[src/rtl/adc_serial_emu_pkg.sv]
// Shared types and constants for the serial-LVDS ADC emulator.
//   t_emu_mode    : per-channel waveform selector
//   t_emu_state   : frame sequencer state
//   LfsrPoly/Seed : Galois PRBS polynomial (x^16+x^14+x^13+x^11+1) and base seed
//   f_padded_word : left-aligns a sample inside the 2*frame_len bit serial word
package adc_serial_emu_pkg;

  typedef enum logic [1:0] {
    ModeConst    = 2'd0,
    ModeTriangle = 2'd1,
    ModeSawtooth = 2'd2,
    ModePrbs     = 2'd3
  } t_emu_mode;

  typedef enum logic {
    StIdle,
    StRun
  } t_emu_state;

  localparam logic [15:0] LfsrPoly = 16'hB400;
  localparam logic [15:0] LfsrSeed = 16'hACE1;

  localparam int unsigned MaxWordW = 64;

  // Sample (zero-extended to 32 bits) shifted so its MSB lands on bit 2*frame_len-1;
  // the bit-times past the sample carry zeros.
  function automatic logic [MaxWordW-1:0] f_padded_word(input logic [31:0] sample,
                                                        input int unsigned res,
                                                        input int unsigned frame_len);
    logic [MaxWordW-1:0] word;
    word = {32'b0, sample} << (2 * frame_len - res);
    return word;
  endfunction

endpackage

[src/rtl/adc_serial_emu_gen_chan.sv]
// One emulated ADC channel: sample register, triangle direction, PRBS LFSR, mode mux and
// two-lane MSB-first shift-out.
//   clk_i, rst_i   : bit clock, async active-high reset
//   update_i       : compute next sample (asserted on the cycle before a frame's count 0)
//   run_i, cnt_i   : sequencer state and bit counter from the top
//   mode_i, step_i, limit_i, const_i : waveform configuration
//   lane_odd_o/lane_even_o : serial lanes (0 when not running)
//   sample_o       : sample currently being serialised
module adc_serial_emu_gen_chan
  import adc_serial_emu_pkg::*;
#(
  parameter int unsigned g_RES       = 14,
  parameter int unsigned g_FRAME_LEN = 8,
  parameter int unsigned g_CHAN_IDX  = 0
) (
  input  logic                           clk_i,
  input  logic                           rst_i,
  input  logic                           update_i,
  input  logic                           run_i,
  input  logic [$clog2(g_FRAME_LEN)-1:0] cnt_i,
  input  logic [1:0]                     mode_i,
  input  logic [g_RES-1:0]               step_i,
  input  logic [g_RES-1:0]               limit_i,
  input  logic [g_RES-1:0]               const_i,
  output logic                           lane_odd_o,
  output logic                           lane_even_o,
  output logic [g_RES-1:0]               sample_o
);

  localparam int unsigned W     = g_RES + 2;
  localparam int unsigned WordW = 2 * g_FRAME_LEN;
  localparam int unsigned SelW  = $clog2(WordW);
  localparam logic signed [W-1:0] SMax = signed'({3'b000, {(g_RES-1){1'b1}}});
  localparam logic signed [W-1:0] SMin = signed'({3'b111, {(g_RES-1){1'b0}}});

  logic [g_RES-1:0]    sample_q, sample_d;
  logic                dir_up_q, dir_up_d;
  logic [15:0]         lfsr_q, lfsr_d;
  t_emu_mode           mode;
  logic signed [W-1:0] s_ext, lim_ext, step_ext, tri_sum;
  logic                tri_dir;
  logic [WordW-1:0]    padded;
  logic [SelW-1:0]     bit_sel;

  always_comb begin
    mode     = t_emu_mode'(mode_i);
    s_ext    = signed'({{2{sample_q[g_RES-1]}}, sample_q});
    lim_ext  = signed'({2'b00, limit_i});
    step_ext = signed'({2'b00, step_i});

    // Turn around once past +/-limit, then step; clipping at full scale also turns around.
    tri_dir = dir_up_q;
    if (s_ext > lim_ext || s_ext < -lim_ext) tri_dir = ~tri_dir;
    tri_sum = tri_dir ? s_ext + step_ext : s_ext - step_ext;
    if (tri_sum > SMax) begin
      tri_sum = SMax;
      tri_dir = ~tri_dir;
    end else if (tri_sum < SMin) begin
      tri_sum = SMin;
      tri_dir = ~tri_dir;
    end

    sample_d = sample_q;
    dir_up_d = dir_up_q;
    lfsr_d   = lfsr_q;
    if (update_i) begin
      unique case (mode)
        ModeConst:    sample_d = const_i;
        ModeTriangle: begin
          sample_d = tri_sum[g_RES-1:0];
          dir_up_d = tri_dir;
        end
        ModeSawtooth: sample_d = sample_q + step_i;
        ModePrbs:     begin
          lfsr_d   = {1'b0, lfsr_q[15:1]} ^ (lfsr_q[0] ? LfsrPoly : 16'h0);
          sample_d = lfsr_d[15 -: g_RES];
        end
      endcase
    end
  end

  always_ff @(posedge clk_i or posedge rst_i) begin
    if (rst_i) begin
      sample_q <= '0;
      dir_up_q <= 1'b1;
      lfsr_q   <= LfsrSeed + 16'(g_CHAN_IDX);
    end else begin
      sample_q <= sample_d;
      dir_up_q <= dir_up_d;
      lfsr_q   <= lfsr_d;
    end
  end

  always_comb begin
    padded      = WordW'(f_padded_word(32'(sample_q), g_RES, g_FRAME_LEN));
    bit_sel     = SelW'(WordW - 2 - 2 * int'(cnt_i));
    lane_odd_o  = run_i & padded[bit_sel + SelW'(1)];
    lane_even_o = run_i & padded[bit_sel];
    sample_o    = sample_q;
  end

endmodule

[src/rtl/adc_serial_emu_gen.sv]
// N-channel serial-LVDS ADC emulator (LTC2174 style), one bit per lane per clock.
//   clk_i, rst_i        : bit clock, async active-high reset
//   en_i                : run enable, honoured only at frame boundaries
//   mode_i/step_i/limit_i/const_i : waveform configuration (per channel / shared)
//   frame_o             : 50% duty frame strobe, high for the first half of each frame
//   lane_odd_o/even_o   : per-channel serial lanes, MSB first
//   sample_o            : samples currently being serialised
//   sample_valid_o      : pulse on the first bit-time of each active frame
module adc_serial_emu_gen
  import adc_serial_emu_pkg::*;
#(
  parameter int unsigned g_NUM_CHANNELS = 4,
  parameter int unsigned g_RES          = 14,
  parameter int unsigned g_FRAME_LEN    = 8
) (
  input  logic                              clk_i,
  input  logic                              rst_i,
  input  logic                              en_i,
  input  logic [2*g_NUM_CHANNELS-1:0]       mode_i,
  input  logic [g_RES-1:0]                  step_i,
  input  logic [g_RES-1:0]                  limit_i,
  input  logic [g_RES*g_NUM_CHANNELS-1:0]   const_i,
  output logic                              frame_o,
  output logic [g_NUM_CHANNELS-1:0]         lane_odd_o,
  output logic [g_NUM_CHANNELS-1:0]         lane_even_o,
  output logic [g_RES*g_NUM_CHANNELS-1:0]   sample_o,
  output logic                              sample_valid_o
);

  localparam int unsigned CntW = $clog2(g_FRAME_LEN);
  localparam logic [CntW-1:0] CntLast = CntW'(g_FRAME_LEN - 1);
  localparam logic [CntW-1:0] CntHalf = CntW'(g_FRAME_LEN / 2);

  t_emu_state      state_q, state_d;
  logic [CntW-1:0] cnt_q, cnt_d;
  logic            update;
  logic            run;

  always_ff @(posedge clk_i or posedge rst_i) begin
    if (rst_i) begin
      state_q <= StIdle;
      cnt_q   <= '0;
    end else begin
      state_q <= state_d;
      cnt_q   <= cnt_d;
    end
  end

  // A new sample is computed only when another active frame is about to start.
  always_comb begin
    state_d = state_q;
    cnt_d   = cnt_q;
    update  = 1'b0;
    unique case (state_q)
      StIdle: begin
        cnt_d = '0;
        if (en_i) begin
          state_d = StRun;
          update  = 1'b1;
        end
      end
      StRun: begin
        if (cnt_q == CntLast) begin
          cnt_d = '0;
          if (en_i) update = 1'b1;
          else state_d = StIdle;
        end else begin
          cnt_d = cnt_q + 1'b1;
        end
      end
    endcase
  end

  always_comb begin
    run            = (state_q == StRun);
    frame_o        = run && (cnt_q < CntHalf);
    sample_valid_o = run && (cnt_q == '0);
  end

  for (genvar k = 0; k < int'(g_NUM_CHANNELS); k++) begin : g_chan
    adc_serial_emu_gen_chan #(
      .g_RES       (g_RES),
      .g_FRAME_LEN (g_FRAME_LEN),
      .g_CHAN_IDX  (k)
    ) u_chan (
      .clk_i       (clk_i),
      .rst_i       (rst_i),
      .update_i    (update),
      .run_i       (run),
      .cnt_i       (cnt_q),
      .mode_i      (mode_i[2*k +: 2]),
      .step_i      (step_i),
      .limit_i     (limit_i),
      .const_i     (const_i[g_RES*k +: g_RES]),
      .lane_odd_o  (lane_odd_o[k]),
      .lane_even_o (lane_even_o[k]),
      .sample_o    (sample_o[g_RES*k +: g_RES])
    );
  end

endmodule

[config.mk]
export PLATFORM = sky130hd
export DESIGN_NAME = adc_serial_emu_gen
export DESIGN_NICKNAME = d
export VERILOG_FILES = /design/src/rtl/adc_serial_emu_pkg.sv /design/src/rtl/adc_serial_emu_gen_chan.sv /design/src/rtl/adc_serial_emu_gen.sv
export SDC_FILE = /design/constraint.sdc
export NUM_CORES = 1
export LEC_CHECK = 0
export CAP_MARGIN = 30
export CORE_MARGIN = 8
export CORE_UTILIZATION = 64
export CTS_CLUSTER_SIZE = 30
export DETAILED_ROUTE_END_ITERATION = 6
export PLACE_DENSITY = 0.95
export SYNTH_ARGS = -nofsm -noshare
export SYNTH_HDL_FRONTEND = slang
export SYNTH_SLANG_ARGS = --single-unit
[constraint.sdc]
create_clock -name clk_i -period 16.75 [get_ports clk_i]
set_input_delay 1.675 -clock clk_i [delete_from_list [all_inputs] [get_ports clk_i]]
set_output_delay 1.675 -clock clk_i [all_outputs]
set_load 0.01 [all_outputs]
**Word-level counts from Yosys, hierarchy flattened**

Cells that the tools add are included.

- Register bits: 128
- Bits of input ports: 95
- Output and inout port bits: 66
- Word-level logic and storage cells: 157

- Add/subtract/negate cells: 16
- Magnitude comparators: 19
- Equality and inequality tests: 13
- Multiplexer cells: 55
- Bitwise logic cells: 21
- Reduce and logical (&&, ||, !) cells: 19

Operator list:

| cell | count |
|---|---|
| one-hot mux 14 bit (4 select lines) | 4 |
| 2-to-1 mux 16 bit | 8 |
| 2-to-1 mux 14 bit | 8 |
| adder 14 x 15 -> 16 bit | 4 |
| > comparator 16 x 14 -> 1 bit, second input constant | 4 |
| less-than comparator 14 x 16 -> 1 bit | 4 |
| less-than comparator 16 x 14 -> 1 bit, second input constant | 4 |
| subtractor 14 x 15 -> 16 bit | 4 |
| bitwise XOR 15 x 16 -> 16 bit | 4 |
| > comparator 14 x 15 -> 1 bit | 4 |
| adder 14 bit | 4 |
| binary-select mux 1 bit (select 4 bit) | 8 |
| 2-to-1 mux 1 bit | 23 |
| equality test 2 bit, second input constant | 8 |
| negator 14 -> 16 bit | 1 |
| AND reduction 2 bit | 8 |
| less-than comparator 4 x 5 -> 1 bit, second input constant | 2 |
| NOT 1 bit | 9 |
| AND 1 bit | 8 |
| equality test 2 x 1 -> 1 bit, second input constant | 4 |
| logical NOT 2 bit | 4 |
| one-hot mux 3 bit (2 select lines) | 1 |
| adder 4 x 1 -> 4 bit, second input constant | 1 |
| logical OR 1 bit | 4 |
| other kinds (8) | 10 |

**Depth between registers and ports, before layout**

Gate-level depths: netlist of the first run.

- Word-level depth: 9
- Mapped depth: 33
- Depth with buffers taken out: 32

**Modules after synthesis**

A second synthesis of the first run with hierarchy kept.

- Cells, all modules: 2220
- Area total of the unflattened synthesis: 18343.8 µm²

Modules (own cells, without submodules):

| module | instances | cells each | area an instance (µm²) | sequential area each (µm²) |
|---|---|---|---|---|
| adc_serial_emu_gen_chan at g_chan[0].u_chan ... | 2 | 560 | 4589.4 | 787.0 |
| adc_serial_emu_gen_chan at g_chan[2].u_chan | 1 | 560 | 4590.7 | 788.3 |
| adc_serial_emu_gen_chan at g_chan[1].u_chan | 1 | 521 | 4346.7 | 787.0 |
| adc_serial_emu_gen | 1 | 19 | 227.7 | 100.1 |

**Worst setup path before layout of the first run**

No wires, ideal clock.

- Path type: input-to-reg
- Start point: in limit_i[1]
- End point: reg g_chan[2].u_chan.sample_q[2]
- Library setup time: 82 ps
- Data arrival time: 8261 ps
- Data required time: 16668 ps
- Slack: 8407 ps
- Stages on the path: 31
- Path buffers: 3
- Cell sequence: inv_1 > ha_1 > or4b_4 > nor4_4 > nand3_1 > xnor2_1 > ha_1 > a21oi_1 > o21ai_1 > a21o_1 > a221oi_2 > nor4b_1 > or3_1 > clkbuf_1 > clkbuf_1 > nor2_1 > xor2_1 > ha_1 > a21o_1 > and3_1 > o21a_1 > o41a_1 > a311o_1 > a21oi_1 > xnor2_1 > nor3_1 > or3b_1 > nand2b_1 > buf_4 > o311ai_1 > a31oi_1

- Longest elaborated chain between the ends: 9
- Elaborated cells on any way between the ends: 11
- Classes of those cells: 1 x add/sub; 4 x order compare; 5 x mux; 1 x reduce/logical

Ends and longest elaborated chain:

| what | line | text |
|---|---|---|
| start, declared | adc_serial_emu_gen.sv:21 | `input logic [g_RES-1:0] limit_i,` |
| negator 14 -> 16 bit | adc_serial_emu_gen_chan.sv:53 | `if (s_ext > lim_ext \|\| s_ext < -lim_ext) tri_dir = ~tri_dir;` |
| less-than comparator 14 x 16 -> 1 bit | adc_serial_emu_gen_chan.sv:53 |  |
| logical OR 1 bit (*) | adc_serial_emu_gen_chan.sv:53 |  |
| 2-to-1 mux 1 bit (*) | adc_serial_emu_gen_chan.sv:53 |  |
| 2-to-1 mux 16 bit (*) | adc_serial_emu_gen_chan.sv:54 | `tri_sum = tri_dir ? s_ext + step_ext : s_ext - step_ext;` |
| less-than comparator 16 x 14 -> 1 bit | adc_serial_emu_gen_chan.sv:58 | `end else if (tri_sum < SMin) begin` |
| 2-to-1 mux 14 bit | adc_serial_emu_gen_chan.sv:58 |  |
| 2-to-1 mux 14 bit (*) | adc_serial_emu_gen_chan.sv:55 | `if (tri_sum > SMax) begin` |
| one-hot mux 14 bit (4 select lines) (*) | adc_serial_emu_gen_chan.sv:67 | `unique case (mode)` |
| end signal, assigned | adc_serial_emu_gen_chan.sv:88 | `sample_q <= sample_d;` |
| end, declared | adc_serial_emu_gen_chan.sv:36 | `logic [g_RES-1:0] sample_q, sample_d;` |

Every way passes the cells marked *; elsewhere a longest branch is shown, timed or not.
A chain may end at the register's enable or synchronous reset.

**Worst setup path in the final report of the first run**

- Start point: in limit_i[0]
- End point: reg g_chan[2].u_chan.sample_q[1]

Same word-level chain as after synthesis.

==> run_results.csv, run 1 <==
group,metric,value,unit
status,run_status,"finished, violations left",
status,violations,"design-rule violations",
timing,min_period,10.30,ns
critical_path,cp.required,17.08,ns
cells_and_area,synthToLayoutAreaGrowth,15.34,%
cts,clockBufferDepth,2,
grt,grt_util_all_layers,35.56,%
cells_and_area,drive_above_1_share,10.26,%
detailed_routing,num_vias,16180,
synth,synth-compound-area-share,21.96,%
synth,synth_area,0.01594,mm2
place,dp_cells,2328,
grt,grt_pass1_wl,86260,um
place,port_buffers,160,
critical_path,cp_max_fo,15,
timing,final.period_utilization,61.47,%
detailed_routing,firstDrtPassIters,7,
critical_path,cp.arrival,10.62,ns
die,die_area,0.03020,mm2
cts,cts_root_buffer,"clkbuf_16",
timing,rsz0062_at_grt,"false",
cts,post_cts_buffers,0,
cts,h-tree-depth,4,
cts,clk_latency,0.44,ns
die,fp.dieW,173.8,um
grt,grt_max_degree,71,
detailed_routing,drt_iter0_drc,1936,
timing,tightest_slew,1.074,ns
synth,ys_warn_count,0,
detailed_routing,drc,4,
synth,synthAdderAreaFrac,19.61,%
synth,synth.distinct_cells,84,
detailed_routing,wl,55650,um
timing,finalSetupTns,0,ns
grt,antenna_found_initial,1,
cts,postCtsHoldBufs,0,
cells_and_area,finalNonFillerCells,2363,
die,die_h,173.8,um
synth,ys_seq_area_share,20.39,%
detailed_routing,vias_per_cell,6.848,
timing,max_freq,0.09713,GHz
synth,ys_ff_latch,128,
synth,synth_top_family_by_area,"compound AO/OA/AOI/OAI gates",
synth,syn_nets,2241,
die,core-area,0.02439,mm2
synth,yosysMostFrequentCell,"ha_1",
synth,synth_xor_area_share,10.36,%
cts,cts_tree,"built",
synth,syn_inst,1902,
synth,synth_area_leaders,"ha_1 19%, dfrtp_1 14%, dfstp_2 6.1%, xor2_1 5.1%, mux2_2 4.7%",
grt,gr-total-overflow,0,
synth,yosysTopAreaCellShare,18.53,%
die,initial_utilization,65.33,%
synth,synth_ff_type,"dfrtp_1",
die,io_pins,161,
synth,synth.top_cells.by_count,"236 x ha_1, 155 x nor2_1, 148 x nand2_1, 145 x a21oi_1, 141 x o21ai_0",
synth,async_reset_ff_share,100.0,%
detailed_routing,wire_per_inst,23.55,um
timing,finalHoldViolCount,0,
critical_path,endpoint_kind,"register",
synth,synth_area_per_cell,8.378,um2
synth,yosys.area_share.simple,16.34,%
cts,cts_buffers,17,
die,rows,57,
timing,holdWs,0.4982,ns
cells_and_area,fin_nets,2364,
detailed_routing,antenna_left,0,
cts,cts.sinks,128,
run,cap_violations,0,
place,place_congestion,1.003,
timing,finalSetupViolCount,0,
timing,skew,0.01556,ns
synth,synth_edf_count,0,
cts,cts_resized,0,
cells_and_area,design_area,0.01838,mm2
synth,synthMuxAreaShare,7.326,%
hold_path,min_path_type,"register to register",
place,placed_cell_area,0.01779,mm2
grt,grt_pass1_vias,15900,
critical_path,cp-start-kind,"primary input",
timing,relSlewSlack,28.11,%
synth,synth_top_cell_by_area,"ha_1",
cts,clkSlewWorstSetupHoldPaths,0.07,ns
place,hpwl,40060,um
timing,slew_violations,0,
critical_path,path_class,"primary input to register",
-- routing by layer --
layer / vias to the layer above / part of all wire [%] / global-route usage (%)
met3: 305 / 11 / 8.952
met2: 1112 / 45 / 56.61
met5: - / 0 / 0
met1: 7594 / 37 / 42.74
met4: 0 / 6.8 / 21.41
li1: 7171 / - / -
-- layout make-up --
| type | count | area, um2 |
|---|---|---|
| tap | 324 | 405.4 |
| inverter | 74 | 280.3 |
| fill | 1796 | 6011 |
| clock inverter | 14 | 133.9 |
| multi-input combinational | 1614 | 12050 |
| clock buffer | 18 | 429.2 |
| antenna | 1 | 2.502 |
| sequential | 128 | 3249 |
| timing repair buffer | 190 | 1831 |
-- through the flow --
step / util [%] / setup WS [ns]
floorplan: - / 8.407
global placement: 72.87 / 6.653
detailed placement: 72.95 / 6.338
CTS: 75.25 / 6.754
global route: 75.36 / 5.972
finish: 75.36 / 6.455
-- final timing paths --
kind | depth (start not counted) | endpoint | slack [ns] | startpoint
worst max-delay path | 28 | g_chan[2].u_chan.sample_o[1] | 6.45 | limit_i[0]
worst min-delay path | 2 | g_chan[3].u_chan.lfsr_q[10] | 0.50 | g_chan[3].u_chan.lfsr_q[10]
worst max register to register | 26 | g_chan[2].u_chan.sample_o[1] | 9.30 | g_chan[2].u_chan.sample_o[3]
worst min register to register | 2 | g_chan[3].u_chan.lfsr_q[10] | 0.50 | g_chan[3].u_chan.lfsr_q[10]
max in group asynchronous | 3 | g_chan[2].u_chan.sample_o[9] | 13.60 | rst_i
min in group asynchronous | 2 | g_chan[3].u_chan.sample_o[11] | 1.78 | rst_i
-- flip-flops by register name, indices dropped and copies added, names as in the netlist --
| register | cells |
|---|---|
| g_chan.u_chan.sample_o | 56 |
| g_chan.u_chan.dir_up_q | 4 |
| run | 1 |
| cnt_q | 3 |
| g_chan.u_chan.lfsr_q | 64 |
-- cells by family (layout without fill, tap and decap cells) --
logic type | count (synthesis) | count (layout)
compound gates | 553 | 553
simple gates | 537 | 537
fa+ha+maj | 245 | 245
xor+xnor | 182 | 182
buf+inv | 160 | 296
flops | 128 | 128
mux | 97 | 97
other cells | 0 | 1
-- critical path, stage by stage --
cell,delay (ns)
clkdlybuf4s50_1,0.62
or4_1,0.73
nor4_2,0.59
nand2_1,0.15
xnor2_1,0.56
ha_1,0.37
nand3_1,0.09
o21ai_1,0.06
a21o_1,0.21
a221oi_2,0.29
nor4b_1,0.26
or3_1,0.48
inv_1,0.23
a21o_1,0.24
ha_1,0.28
a21o_1,0.19
a21o_1,0.20
and3_1,0.20
o21a_1,0.23
o41a_1,0.45
a311o_1,0.38
a21oi_1,0.27
xnor2_1,0.26
nor3_1,0.14
o21ai_1,0.20
nor2b_1,0.76
a21oi_1,0.23
o31ai_1,0.28
-- cells in the final DEF (no fill, tap or decap), types with 9 or more instances in the layout --
cell type,count
ha_1,236
clkdlybuf4s50_1,160
nor2_1,155
nand2_1,147
a21oi_1,145
o21ai_0,141
xor2_1,93
dfrtp_1,91
xnor2_1,84
inv_1,73
mux2_2,67
a21o_1,47
nand2b_1,37
or3_1,37
dfstp_2,37
nor3_1,35
nand3_1,31
buf_4,28
nor2b_1,26
a22oi_1,22
a211oi_1,21
mux2i_1,21
o21a_1,20
o21ai_1,19
a31oi_1,18
o211ai_1,17
clkbuf_16,17
a221oi_1,14
and2_1,11
o31ai_1,10
o21bai_1,10
a2111oi_0,9
mux4_2,9
Power of run 1 is not shown: default switching activity piles up to over one toggle a cycle in this logic, so the estimate is an artifact.
==> inputs of run 2 (changes only) <==
CORE_UTILIZATION = 60   (was 64)
PLACE_DENSITY = 0.94   (was 0.95)
clock period = 10 ns   (was 16.75 ns; I/O delays follow)
==> run 2 against run 1 <==
The run now ends clean. Count of clock-buffer cells in the layout unchanged. Register-to-register slack got worse by 6.5 ns. Sequential share of layout area about the same. Non-clock buffer count increased by 4. Sequential cell count unchanged. Global-route usage decreased by 0.15 points. Hold slack improved by 0.00059 ns. Critical path type unchanged. Worst setup slack got worse by 5.6 ns. Cell area increased by 0.14%. Wire length increased by 2.1%. Final cell count increased by 0.59%.
==> run_results.csv, run 2 (same netlist as run 1, synthesis figures left out) <==
group,metric,value,unit
detailed_routing,firstDrtPassIters,5,
critical_path,cp-start-kind,"primary input",
timing,finalHoldViolCount,0,
cells_and_area,diodes,0,
cts,cts.sinks,128,
die,io_pins,161,
cts,clk_latency,0.44,ns
run,cap_violations,0,
place,dp_cells,2344,
place,port_buffers,160,
timing,rsz0062_at_grt,"false",
status,run_status,"completed",
cts,cts_tree,"built",
cells_and_area,design_area,0.01841,mm2
cts,clockBufferDepth,2,
timing,min_period,9.194,ns
detailed_routing,drt_iter0_drc,2351,
detailed_routing,num_vias,16170,
grt,grt_max_degree,71,
grt,grt_pass1_vias,16220,
die,die_area,0.03203,mm2
cts,cts_resized,0,
timing,tightest_slew,1.058,ns
cells_and_area,drive_above_1_share,10.43,%
die,fp.dieW,179.0,um
cts,clkSlewWorstSetupHoldPaths,0.07,ns
die,rows,59,
cells_and_area,synthToLayoutAreaGrowth,15.51,%
detailed_routing,vias_per_cell,6.801,
cts,post_cts_buffers,0,
cells_and_area,largest_reg_flops,64,
critical_path,cp.arrival,9.55,ns
timing,finalSetupViolCount,0,
cts,postCtsHoldBufs,0,
place,place_congestion,0.9676,
detailed_routing,wl,56810,um
timing,slew_violations,0,
cells_and_area,regMostFlops,"g_chan.u_chan.lfsr_q",
timing,final.period_utilization,91.94,%
critical_path,slowest_delay,0.74,ns
place,hpwl,40400,um
die,initial_utilization,61.15,%
grt,grt_util_all_layers,35.41,%
grt,gr-total-overflow,0,
critical_path,endpoint_kind,"register",
cts,cts_buffers,17,
detailed_routing,antenna_left,0,
hold_path,min_path_type,"register to register",
timing,max_freq,0.1088,GHz
grt,antenna_found_initial,0,
detailed_routing,drc,0,
die,core-area,0.02606,mm2
cells_and_area,fin_nets,2368,
die,die_h,179.0,um
detailed_routing,wire_per_inst,23.90,um
critical_path,path_class,"primary input to register",
grt,grt_pass1_wl,88460,um
critical_path,cp.required,10.36,ns
critical_path,cp_max_fo,13,
cells_and_area,finalNonFillerCells,2377,
cts,cts_root_buffer,"clkbuf_16",
critical_path,critPathSlowestCell,"or4_1",
cells_and_area,final_common_cell,"ha_1",
timing,finalSetupTns,0,ns
timing,relSlewSlack,29.22,%
cts,h-tree-depth,4,
timing,skew,0.01414,ns
place,placed_cell_area,0.01785,mm2
cells_and_area,most-common-layout-cells,"236 x ha_1, 160 x clkdlybuf4s50_1, 155 x nor2_1",
## run 2: worst max-delay path: cells and delay by family
kind            cells  cell delay, ns
xor+xnor            3            0.66
compound gates     15            3.39
mux                 1            0.36
buf+inv             3            1.02
fa+ha+maj           2            0.55
simple gates        6            2.58
## run 2: cell type report
cell class,instances,area (um2)
Clock inverter,14,110.1
Fill cell,1989,7652
Timing Repair Buffer,194,1869
Inverter,74,280.3
Multi-Input combinational cell,1614,12050
Clock buffer,18,429.2
Tap cell,335,419.2
Sequential cell,128,3249
## run 2: per-layer routing
metal / GRT usage (%) / vias up / part of all wire, %
li1: - / 7166 / -
met1: 43.78 / 7532 / 37
met2: 53.84 / 1137 / 43
met3: 10.03 / 332 / 13
met4: 21.94 / 0 / 6.5
met5: 0 / - / 0
## run 2: path summary, 6_finish.rpt
kind                                               start                            to  slack, ns  cells past startpoint
min in group asynchronous                          rst_i  g_chan[0].u_chan.sample_o[2]       1.07                      2
max in group asynchronous                          rst_i                           run       7.52                      3
setup reg to reg           g_chan[3].u_chan.sample_o[13]  g_chan[3].u_chan.sample_o[5]       2.81                     24
hold / removal               g_chan[3].u_chan.lfsr_q[10]   g_chan[3].u_chan.lfsr_q[10]       0.50                      2
hold reg to reg              g_chan[3].u_chan.lfsr_q[10]   g_chan[3].u_chan.lfsr_q[10]       0.50                      2
setup / recovery                              limit_i[0]  g_chan[3].u_chan.sample_o[5]       0.81                     30
## run 2: through the flow
step	hold WS [ns]	setup slack, ns	utilization [%]
final	0.4988	0.8061	70.63
after global routing	0.5227	0.2521	70.63
after CTS	0.5018	0.9752	70.59
after detailed placement	0.4900	0.6516	68.52
after global placement	0.4776	0.9175	68.40
after floorplan	0.4634	2.332	-
Power of run 2 is left out for the same reason.
==> inputs of run 3 (changes only) <==
CORE_MARGIN = 2   (was 8)
CORE_UTILIZATION = 65   (was 60)
DONT_BUFFER_PORTS = 1   (was not set)
GPL_ROUTABILITY_DRIVEN = 0   (was not set)
PLACE_DENSITY = 0.92   (was 0.94)
==> run 3 against run 2 <==
The run now ends with design-rule violations left. Die area fell by 20%. Register-to-register slack got worse by 0.26 ns. Non-clock buffer count fell by 182. First-iteration DRC count fell by 19%. Fmax rose by 2.8%. Hold slack got worse by 0.0088 ns. Critical endpoint is now g_chan[2].u_chan.sample_o[2].
==> run_results.csv, run 3 (same netlist as run 1, synthesis figures left out) <==
group,metric,value,unit
cells_and_area,largest_reg_flops,64,
cells_and_area,synthToLayoutAreaGrowth,4.208,%
detailed_routing,antenna_left,0,
timing,finalSetupTns,0,ns
cts,postCtsHoldBufs,0,
detailed_routing,vias_per_cell,7.259,
die,rows,57,
timing,finalSetupViolCount,0,
grt,grt_max_degree,68,
critical_path,cp.arrival,9.31,ns
grt,grt_pass1_wl,83720,um
timing,relSlewSlack,20.59,%
critical_path,cp-start-kind,"primary input",
detailed_routing,drc,32,
timing,skew,0.02096,ns
cells_and_area,fin_nets,2186,
critical_path,cp_max_fo,15,
detailed_routing,wl,54310,um
cts,clkSlewWorstSetupHoldPaths,0.08,ns
timing,max_freq,0.1118,GHz
grt,grt_util_all_layers,41.43,%
grt,grt_pass1_vias,15820,
detailed_routing,firstDrtPassIters,7,
cts,cts_resized,0,
critical_path,cpMostUsedCell,"a21o_1",
timing,tightest_slew,1.182,ns
cells_and_area,design_area,0.01661,mm2
critical_path,endpoint_kind,"register",
cts,clk_latency,0.45,ns
hold_path,min_path_type,"register to register",
detailed_routing,num_vias,15850,
critical_path,cp.required,10.36,ns
cells_and_area,num-fill-cells,1725,
place,hpwl,37970,um
place,placed_cell_area,0.01606,mm2
timing,timing.final.ws_setup,1.053,ns
cts,cts_tree,"built",
place,dp_slack,0.9909,ns
cts,post_cts_buffers,0,
cts,cts_buffers,17,
cells_and_area,drive_above_1_share,10.38,%
status,run_status,"finished, violations left",
run,cap_violations,0,
die,initial_utilization,65.91,%
die,io_pins,161,
die,die_h,160.6,um
cells_and_area,diodes,0,
timing,final.period_utilization,89.47,%
timing,slew_violations,0,
critical_path,slowest_delay,0.76,ns
cells_and_area,most-common-layout-cells,"236 x ha_1, 155 x nor2_1, 147 x nand2_1",
status,violations,"design-rule violations",
detailed_routing,drt_iter0_drc,1893,
grt,gr-total-overflow,0,
cells_and_area,regMostFlops,"g_chan.u_chan.lfsr_q",
critical_path,path_class,"primary input to register",
place,port_buffers,0,
die,core-area,0.02418,mm2
cells_and_area,final_common_cell,"ha_1",
cts,clockBufferDepth,2,
timing,min_period,8.947,ns
timing,rsz0062_at_grt,"false",
timing,finalHoldViolCount,0,
detailed_routing,wire_per_inst,24.87,um
grt,antenna_found_initial,0,
cts,cts_root_buffer,"clkbuf_16",
critical_path,critPathSlowestCell,"nor2b_1",
cts,h-tree-depth,4,
cts,cts.sinks,128,
die,fp.dieW,160.6,um
die,die_area,0.02578,mm2
==> run 3: cell types whose count changed in the layout (fill, tap and decap cells not counted), moves of 3 or more <==
cell             before  now
clkdlybuf4s50_1     160    0
buf_4                32    8
buf_2                 0    4
clkinv_2              1    5
inv_6                 5    2
==> run 3: layout make-up <==
type | count | area (um2) | share of cell area [%]
timing repair buffer | 12 | 80.08 | 0.4822
inverter | 74 | 280.3 | 1.688
clock inverter | 13 | 88.84 | 0.5350
tap | 324 | 405.4 | 2.441
multi-input combinational | 1614 | 12050 | 72.56
sequential | 128 | 3249 | 19.57
clock buffer | 19 | 452.9 | 2.728
==> run 3: layer usage <==
layer | track usage, % | routed length [um] | vias to the layer above
met1 | 49.19 | 18770 | 7277
met3 | 16.01 | 8056 | 467
met4 | 30.10 | 4834 | 0
li1 | - | - | 6818
met2 | 61.17 | 22640 | 1292
met5 | 0 | 0 | -
==> run 3: path summary, 6_finish.rpt <==
check | start | end | slack, ns | cells after the start
worst min register to register | g_chan[1].u_chan.lfsr_q[2] | g_chan[1].u_chan.lfsr_q[1] | 0.49 | 1
min in group asynchronous | rst_i | g_chan[0].u_chan.sample_o[2] | 0.59 | 1
worst min-delay path | g_chan[1].u_chan.lfsr_q[2] | g_chan[1].u_chan.lfsr_q[1] | 0.49 | 1
worst max register to register | g_chan[2].u_chan.sample_o[1] | g_chan[2].u_chan.sample_o[2] | 2.55 | 26
max in group asynchronous | rst_i | g_chan[1].u_chan.lfsr_q[2] | 8.07 | 2
worst max-delay path | limit_i[1] | g_chan[2].u_chan.sample_o[2] | 1.05 | 29
==> run 3: worst max-delay path, delay by kind of cell <==
| kind | cells | cell delay, ns |
|---|---|---|
| buffers and inverters | 2 | 0.39 |
| XOR/XNOR | 2 | 0.73 |
| AO/OA/AOI/OAI | 14 | 3.40 |
| adder cells (fa/ha/maj) | 3 | 0.89 |
| AND/OR/NAND/NOR | 8 | 2.91 |
==> run 3: per-stage QoR <==
step | util (%) | hold WS [ns] | std cells
CTS | 68.66 | 0.4952 | 2183
global route | 68.69 | 0.5105 | 2184
detailed placement | 66.42 | 0.4887 | 2151
global placement | 66.36 | 0.4766 | 2148
floorplan | - | 0.4634 | 1902
finish | 68.69 | 0.4899 | 2184
Power of run 3 is left out for the same reason.
